### src/rtl/hvac_pkg.sv
// Shared types and defaults for the HVAC actuator sequencer.
// State encoding is visible on the block's debug/state output.
package hvac_pkg;

    typedef enum logic [1:0] {
        IDLE = 2'd0,
        HEAT = 2'd1,
        COOL = 2'd2,
        REST = 2'd3
    } hvac_state_t;

    localparam int DEF_MIN_ON_CYCLES  = 8;
    localparam int DEF_MIN_OFF_CYCLES = 8;
    localparam int DEF_CNT_W          = 8;

    function automatic int max2(input int a, input int b);
        return (a > b) ? a : b;
    endfunction

endpackage

### src/rtl/dwell_timer.sv
// Saturating up-counter shared by all timed states; cleared on every state
// entry, with done raised once the count reaches the supplied terminal value.
module dwell_timer #(
    parameter int CNT_W   = 8,
    parameter int SAT_VAL = 7
) (
    input  logic             clk,
    input  logic             rst_n,
    input  logic             clear,
    input  logic             count_en,
    input  logic [CNT_W-1:0] terminal,
    output logic             done
);

    localparam logic [CNT_W-1:0] SAT = CNT_W'(SAT_VAL);

    logic [CNT_W-1:0] cnt;

    always_ff @(posedge clk or negedge rst_n) begin
        if (!rst_n) begin
            cnt <= '0;
        end else if (clear) begin
            cnt <= '0;
        end else if (count_en && (cnt != SAT)) begin
            cnt <= cnt + 1'b1;
        end
    end

    // ">=" so a count saturated past the terminal still reports done.
    assign done = (cnt >= terminal);

endmodule

### src/rtl/hvac_actuator_seq.sv
// Heater/cooler sequencer: enforces minimum on-time, a fixed rest period
// after each actuation, mutual exclusion, sticky conflict fault and master enable.
module hvac_actuator_seq
    import hvac_pkg::*;
#(
    parameter int MIN_ON_CYCLES  = DEF_MIN_ON_CYCLES,
    parameter int MIN_OFF_CYCLES = DEF_MIN_OFF_CYCLES,
    parameter int CNT_W          = DEF_CNT_W
) (
    input  logic       clk,
    input  logic       rst_n,
    input  logic       enable,
    input  logic       heat_req,
    input  logic       cool_req,
    input  logic       fault_clr,
    output logic       heater_on,
    output logic       cooler_on,
    output logic       busy,
    output logic       fault,
    output logic [1:0] state
);

    localparam int               SAT_VAL  = max2(MIN_ON_CYCLES, MIN_OFF_CYCLES) - 1;
    localparam logic [CNT_W-1:0] ON_TERM  = CNT_W'(MIN_ON_CYCLES - 1);
    localparam logic [CNT_W-1:0] OFF_TERM = CNT_W'(MIN_OFF_CYCLES - 1);

    hvac_state_t      state_q, state_d;
    logic             dwell_done;
    logic             dwell_clear;
    logic [CNT_W-1:0] dwell_term;

    dwell_timer #(
        .CNT_W  (CNT_W),
        .SAT_VAL(SAT_VAL)
    ) u_dwell (
        .clk     (clk),
        .rst_n   (rst_n),
        .clear   (dwell_clear),
        .count_en(state_q != IDLE),
        .terminal(dwell_term),
        .done    (dwell_done)
    );

    always_comb begin
        state_d    = state_q;
        dwell_term = (state_q == REST) ? OFF_TERM : ON_TERM;
        case (state_q)
            IDLE: begin
                if (enable && heat_req && !cool_req) begin
                    state_d = HEAT;
                end else if (enable && cool_req && !heat_req) begin
                    state_d = COOL;
                end
            end
            HEAT: begin
                if (!enable || ((!heat_req || cool_req) && dwell_done)) begin
                    state_d = REST;
                end
            end
            COOL: begin
                if (!enable || ((!cool_req || heat_req) && dwell_done)) begin
                    state_d = REST;
                end
            end
            REST: begin
                if (dwell_done) begin
                    state_d = IDLE;
                end
            end
            default: state_d = IDLE;
        endcase
        dwell_clear = (state_d != state_q);
    end

    // Drives are registered from the next state so the pins never glitch
    // through intermediate state decodes.
    always_ff @(posedge clk or negedge rst_n) begin
        if (!rst_n) begin
            state_q   <= IDLE;
            heater_on <= 1'b0;
            cooler_on <= 1'b0;
            busy      <= 1'b0;
        end else begin
            state_q   <= state_d;
            heater_on <= (state_d == HEAT);
            cooler_on <= (state_d == COOL);
            busy      <= (state_d != IDLE);
        end
    end

    // Set has priority over a simultaneous clear.
    always_ff @(posedge clk or negedge rst_n) begin
        if (!rst_n) begin
            fault <= 1'b0;
        end else if (heat_req && cool_req) begin
            fault <= 1'b1;
        end else if (fault_clr) begin
            fault <= 1'b0;
        end
    end

    assign state = state_q;

endmodule
### config.mk
export PLATFORM = sky130hd
export DESIGN_NAME = hvac_actuator_seq
export DESIGN_NICKNAME = d
export VERILOG_FILES = /design/src/rtl/hvac_pkg.sv /design/src/rtl/dwell_timer.sv /design/src/rtl/hvac_actuator_seq.sv
export SDC_FILE = /design/constraint.sdc
export NUM_CORES = 1
export LEC_CHECK = 0
export ABC_AREA = 1
export CELL_PAD_IN_SITES_DETAIL_PLACEMENT = 0
export CELL_PAD_IN_SITES_GLOBAL_PLACEMENT = 1
export CORE_UTILIZATION = 41
export DETAILED_ROUTE_END_ITERATION = 6
export PLACE_DENSITY = 0.88
export SYNTH_ARGS = -nofsm -noshare
export SYNTH_HDL_FRONTEND = slang
export SYNTH_SLANG_ARGS = --single-unit
### constraint.sdc
create_clock -name clk -period 3.6 [get_ports clk]
set_input_delay 0.54 -clock clk [delete_from_list [all_inputs] [get_ports clk]]
set_output_delay 0.54 -clock clk [all_outputs]
set_load 0.01 [all_outputs]
=== Word-level counts from Yosys, hierarchy flattened ===
Index checks and enable logic that the tools add are counted.

* Bits in registers: 14
* Latch bits: 0
* Bits in writable memories: 0
* Memory bits (read-only): 0
* Input port bits: 6
* Output and inout port bits: 6
* Memories kept: 0

* Add/subtract/negate cells: 1
* $mul: 0
* Div/mod/pow operators: 0
* Magnitude comparators: 1
* Eq/ne operators: 7
* Shift-type cells: 0
* Muxes and demuxes: 10
* Bitwise gates (word level): 0
* Reductions and logical operators: 20

{| class="wikitable"
|+ Operator list
! operator !! count
|-
| $mux W8 || 2
|-
| $mux W2 || 5
|-
| $add A8 B1 Y8 const B || 1
|-
| $ge A8 B3 Y1 const B || 1
|-
| $logic_and A1 B1 Y1 || 8
|-
| $ne A8 B3 Y1 const B || 1
|-
| $pmux W2 S4 || 1
|-
| $reduce_bool A2 Y1 || 4
|-
| $eq A2 B2 Y1 const B || 3
|-
| $eq A2 B1 Y1 const B || 2
|-
| $logic_or A1 B1 Y1 || 4
|-
| $logic_not A1 Y1 || 3
|-
| $logic_not A2 Y1 || 1
|-
| $mux W1 || 2
|-
| $ne A2 B2 Y1 || 1
|}

=== Logic depth before layout (Yosys ltp) ===
* Depth after elaboration: 8
* Mapped depth: 11

=== Hierarchy ===
From an unflattened synthesis, not the netlist that was laid out.

* Cells, all modules: 140
* Area, all modules: 1,008.5 um^2

{| class="wikitable"
|+ Modules (own cells, without submodules)
! module !! times used !! cells each !! area an instance (um^2)
|-
| dwell_timer || 1 || 99 || 705.7
|-
| hvac_actuator_seq || 1 || 41 || 302.8
|}

=== Worst setup path after synthesis ===
OpenSTA, ideal clock, no wires.

* Kind: reg2reg
* Start point: register u_dwell.cnt[0]
* End point: register u_dwell.cnt[3]
* Library setup time: 0.120 ns
* Data arrival time: 1.344 ns
* Required time: 3.480 ns
* Slack: 2.136 ns
* Stages on the path, launching flop included: 11
* Path buffers: 0
* Cells stage by stage: dfrtp_1 ha_1 nand2_1 inv_1 nand2_1 nor2_1 nor2_4 inv_2 nor2_1 xor2_1 nor2_1

* Longest elaborated chain between the ends: 7
* Elaborated cells on any way between the ends: 16

{| class="wikitable"
|+ RTL lines
! item !! RTL line !! text
|-
| from (decl) || dwell_timer.sv:17 || <nowiki>logic [CNT_W-1:0] cnt;</nowiki>
|-
| from (signal assigned) || dwell_timer.sv:25 || <nowiki>cnt <= cnt + 1'b1;</nowiki>
|-
| $ge A8 B3 Y1 || dwell_timer.sv:30 || <nowiki>assign done = (cnt >= terminal);</nowiki>
|-
| $logic_and A1 B1 Y1, on equally long branches || hvac_actuator_seq.sv:61, hvac_actuator_seq.sv:56 ||
|-
| $logic_or A1 B1 Y1, on equally long branches || hvac_actuator_seq.sv:61, hvac_actuator_seq.sv:56 ||
|-
| $mux W2, on equally long branches || hvac_actuator_seq.sv:61, hvac_actuator_seq.sv:56 ||
|-
| $pmux W2 S4 || hvac_actuator_seq.sv:47 || <nowiki>case (state_q)</nowiki>
|-
| $ne A2 B2 Y1 || hvac_actuator_seq.sv:72 || <nowiki>dwell_clear = (state_d != state_q);</nowiki>
|-
| $mux W8 / $reduce_bool A2 Y1 (equally long branches) || -- ||
|}

Parallel ways exist; a longest one is shown, timed or not. The select of a mux whose other input is x is not followed.
A chain may end at the register's enable or synchronous reset.

=== Worst setup path in the final report ===
* Start point: register state_q[0], in the netlist state[0]
* End point: output state[0]

{| class="wikitable"
|+ RTL lines
! item !! RTL line !! text
|-
| from (decl) || hvac_actuator_seq.sv:27 || <nowiki>hvac_state_t state_q, state_d;</nowiki>
|-
| from (signal assigned) || hvac_actuator_seq.sv:84 || <nowiki>state_q <= state_d;</nowiki>
|-
| to (decl) || hvac_actuator_seq.sv:20 || <nowiki>output logic [1:0] state</nowiki>
|}

No word-level cell between the ends.

==> impl_results.md <==
* Chip width at between 40 and 50 µm
* RSZ-0062 raised after global routing: no
* Slowest CP cell: clkdlybuf4s50_1
* Gpl congestion at between 0.7 and 0.8
* Row count at 15
* Sequential fraction of the synthesis area at 0.4516
* TritonCTS Buffers at 3
* Headroom to the max-slew limit at 0.5867
* Ys Warns at 0
* Sink Count at 14
* Share of cells above drive strength 1 at 0.1944
* Total I/O pin count at 12
* Fin crit period at between 1.5 and 2 ns
* Synth Register Bits at 14
* Vias in the first global route at roughly 570
* Critical setup path kind: flip-flop to primary output
* IO Port Bufs at 11
* Fmax at 557.4 MHz
* Initial Util at 0.4444
* Top-area cell type share of the netlist area at 0.4516
* Bufs on Longest Clock Path at 2
* Vias at 610
* Placed cell count at between 100 and 150
* Outcome: completed
* Worst-skew pair later-pin latency at 0.27 ns
* Post-route clock period utilization at 0.4984
* Clock transition at the registers of the reported paths at 0.08 ns
* Pin count of the biggest net entering global routing at 15
* Area contributors post-synth: dfrtp_1, nand2_1, nor2_1, xor2_1, inv_1
* Maxcap violations at 0
* Clk_skew at roughly 0.00083 ns
* Non-filler cells, final at between 100 and 150
* Avg Vias per Cell at ~4.6
* Post-cts resize count at 0
* Peak supply drop at 0.3567 mV
* Area Overhead vs Synth at 22.90%
* Delay-heaviest family, CP: buffers and inverters
* Die height at 45.50 µm
* Aggregate routed wire length at ~1300 µm
* Die area at ~2100 µm²
* Core box area at about 1700 µm²
* CP Buf/Inv Count at 1
* Net count after synthesis at 100
* Cell count after synthesis at between 90 and 100
* Worst Tran Pin Value at 0.6181 ns
* Distinct cells, synth at 19
* Synth Cell Area at between 700 and 800 µm²
* Worst Path Arrival at roughly 1.3 ns
* DRT antenna net count at 0
* Required @ worst endpoint at around 3.1 ns
* Global route total overflow at 0
* Setup tns final at 0 ns
* Max-slew violation count at 0
* Cell Chain, Critical Path: clkdlybuf4s50_1
* Dpl hpwl at 1048 µm
* Hold_buf cts at 0
* First-pass GRT wire length at approximately 2200 µm
* Clock Tree Root: clkbuf_4
* Initial antenna violation count at 0
* Worst min path class: flip-flop to flip-flop
* DRC viols at 0
* Final setup viols at 0
* Final #Nets at ~120
* Wire per inst at approximately 9.9 µm
* Biggest area consumer among synthesized cells: dfrtp_1
* N_diodes at 0
* Static Leak at 0.4659 nW
* Final Hold Viols at 0
* Post-CTS Setup Inserts at 0
* Worst Setup Start Kind: flip-flop
* Max FO, Critical Path at 5
* CTS tree: yes
* Layout fillers at 167
* Slowest stage delay, CP at roughly 0.56 ns
* PwrDens at 605.7 nW/µm²
* H-tree Lvls at 1
* Syn avg cell area at ~8.3 µm²
* Aggregate global-route resource usage at 0.1444
* Worst setup EP type: primary output
* TritonRoute pass-1 iters at 4
* DR iter-0 viols at 8
per-stage QoR:
| step | power [mW] | hold WS, ns | util | area, µm² | setup WS (ns) |
|---|---|---|---|---|---|
| 6_report | 0.5775 | 0.5362 | 0.5462 | 953.4 | 1.806 |
| 5_1_grt | 0.6273 | 0.5870 | 0.5462 | 953.4 | 1.769 |
| 4_1_cts | 0.5855 | 0.5450 | 0.5462 | 953.4 | 1.801 |
| 3_5_place_dp | 0.4743 | 0.5286 | 0.5254 | 917.1 | 1.679 |
| 3_3_place_gp | 0.4686 | 0.5192 | 0.5254 | 917.1 | 1.736 |
| 2_1_floorplan | 0.3974 | 0.2444 | - | 775.7 | 2.136 |
sequential cells by signal, summed over array words and instances (netlist names):
| name | flops |
|---|---|
| busy | 1 |
| cooler_on | 1 |
| fault | 1 |
| heater_on | 1 |
| state | 2 |
| u_dwell.cnt | 8 |
cell type report:
class / count / area [µm²] / share of cell area
multi-input combinational: 66 / 376.6 / 0.3950
sequential: 14 / 350.3 / 0.3675
timing repair buffer: 11 / 110.1 / 0.1155
inverter: 13 / 48.80 / 0.05118
clock buffer: 4 / 36.28 / 0.03806
tap: 25 / 31.28 / 0.03281
cell usage after synthesis:
cell	n
nand2_1	18
dfrtp_1	14
nor2_1	12
inv_1	11
nand3_1	8
nand2_2	5
nor2_2	5
xor2_1	5
and3_1	2
inv_2	2
nand3_2	2
nor2_4	2
a21oi_1	1
ha_1	1
nand3_4	1
nor3_1	1
o21bai_1	1
o22ai_1	1
xnor2_1	1
power by group:
part | switching (mW) | total, mW | internal, mW
sequential | 0.0246 | 0.216 | 0.191
combinational | 0.147 | 0.253 | 0.106
clock | 0.0472 | 0.109 | 0.0614
path summary, 6_finish.rpt:
kind / from / to / slack (ns) / cells after the start
worst max-delay path: state[0]$_DFF_PN0_ / state[0] / 1.81 / 1
worst min-delay path: fault$_DFFE_PN0P_ / fault$_DFFE_PN0P_ / 0.54 / 2
worst max register to register: u_dwell.cnt[0]$_DFFE_PN0P_ / u_dwell.cnt[3]$_DFFE_PN0P_ / 1.99 / 10
worst min register to register: fault$_DFFE_PN0P_ / fault$_DFFE_PN0P_ / 0.54 / 2
max in group asynchronous: rst_n / u_dwell.cnt[0]$_DFFE_PN0P_ / 2.55 / 1
min in group asynchronous: rst_n / u_dwell.cnt[5]$_DFFE_PN0P_ / 0.65 / 1
placed cells by master (no fill, tap or decap), types with 2 or more instances in the layout:
master,instances
and3_1,2
clkbuf_4,3
clkdlybuf4s50_1,11
dfrtp_1,14
inv_1,11
inv_2,2
nand2_1,18
nand2_2,5
nand3_1,8
nand3_2,2
nor2_1,12
nor2_2,5
nor2_4,2
xor2_1,5
metal layers:
layer  global-route usage  routed length (µm)  vias up
met5                    0                   0        -
met4              0.05455                   6        0
met3              0.02381                  36        2
met2               0.2429                 647        8
met1               0.1836                 630      281
li1                     -                   -      319
logic make-up (layout without fill, tap and decap cells):
| family | Yosys count | count (layout) | share of synthesized area |
|---|---|---|---|
| AND/OR/NAND/NOR | 56 | 56 | 0.3774 |
| flip-flops | 14 | 14 | 0.4516 |
| buffers and inverters | 13 | 28 | 0.06291 |
| XOR/XNOR | 6 | 6 | 0.06774 |
| AO/OA/AOI/OAI | 3 | 3 | 0.02420 |
| adder cells (fa/ha/maj) | 1 | 1 | 0.01613 |
Note: power is estimated with default switching activity, not from simulation.
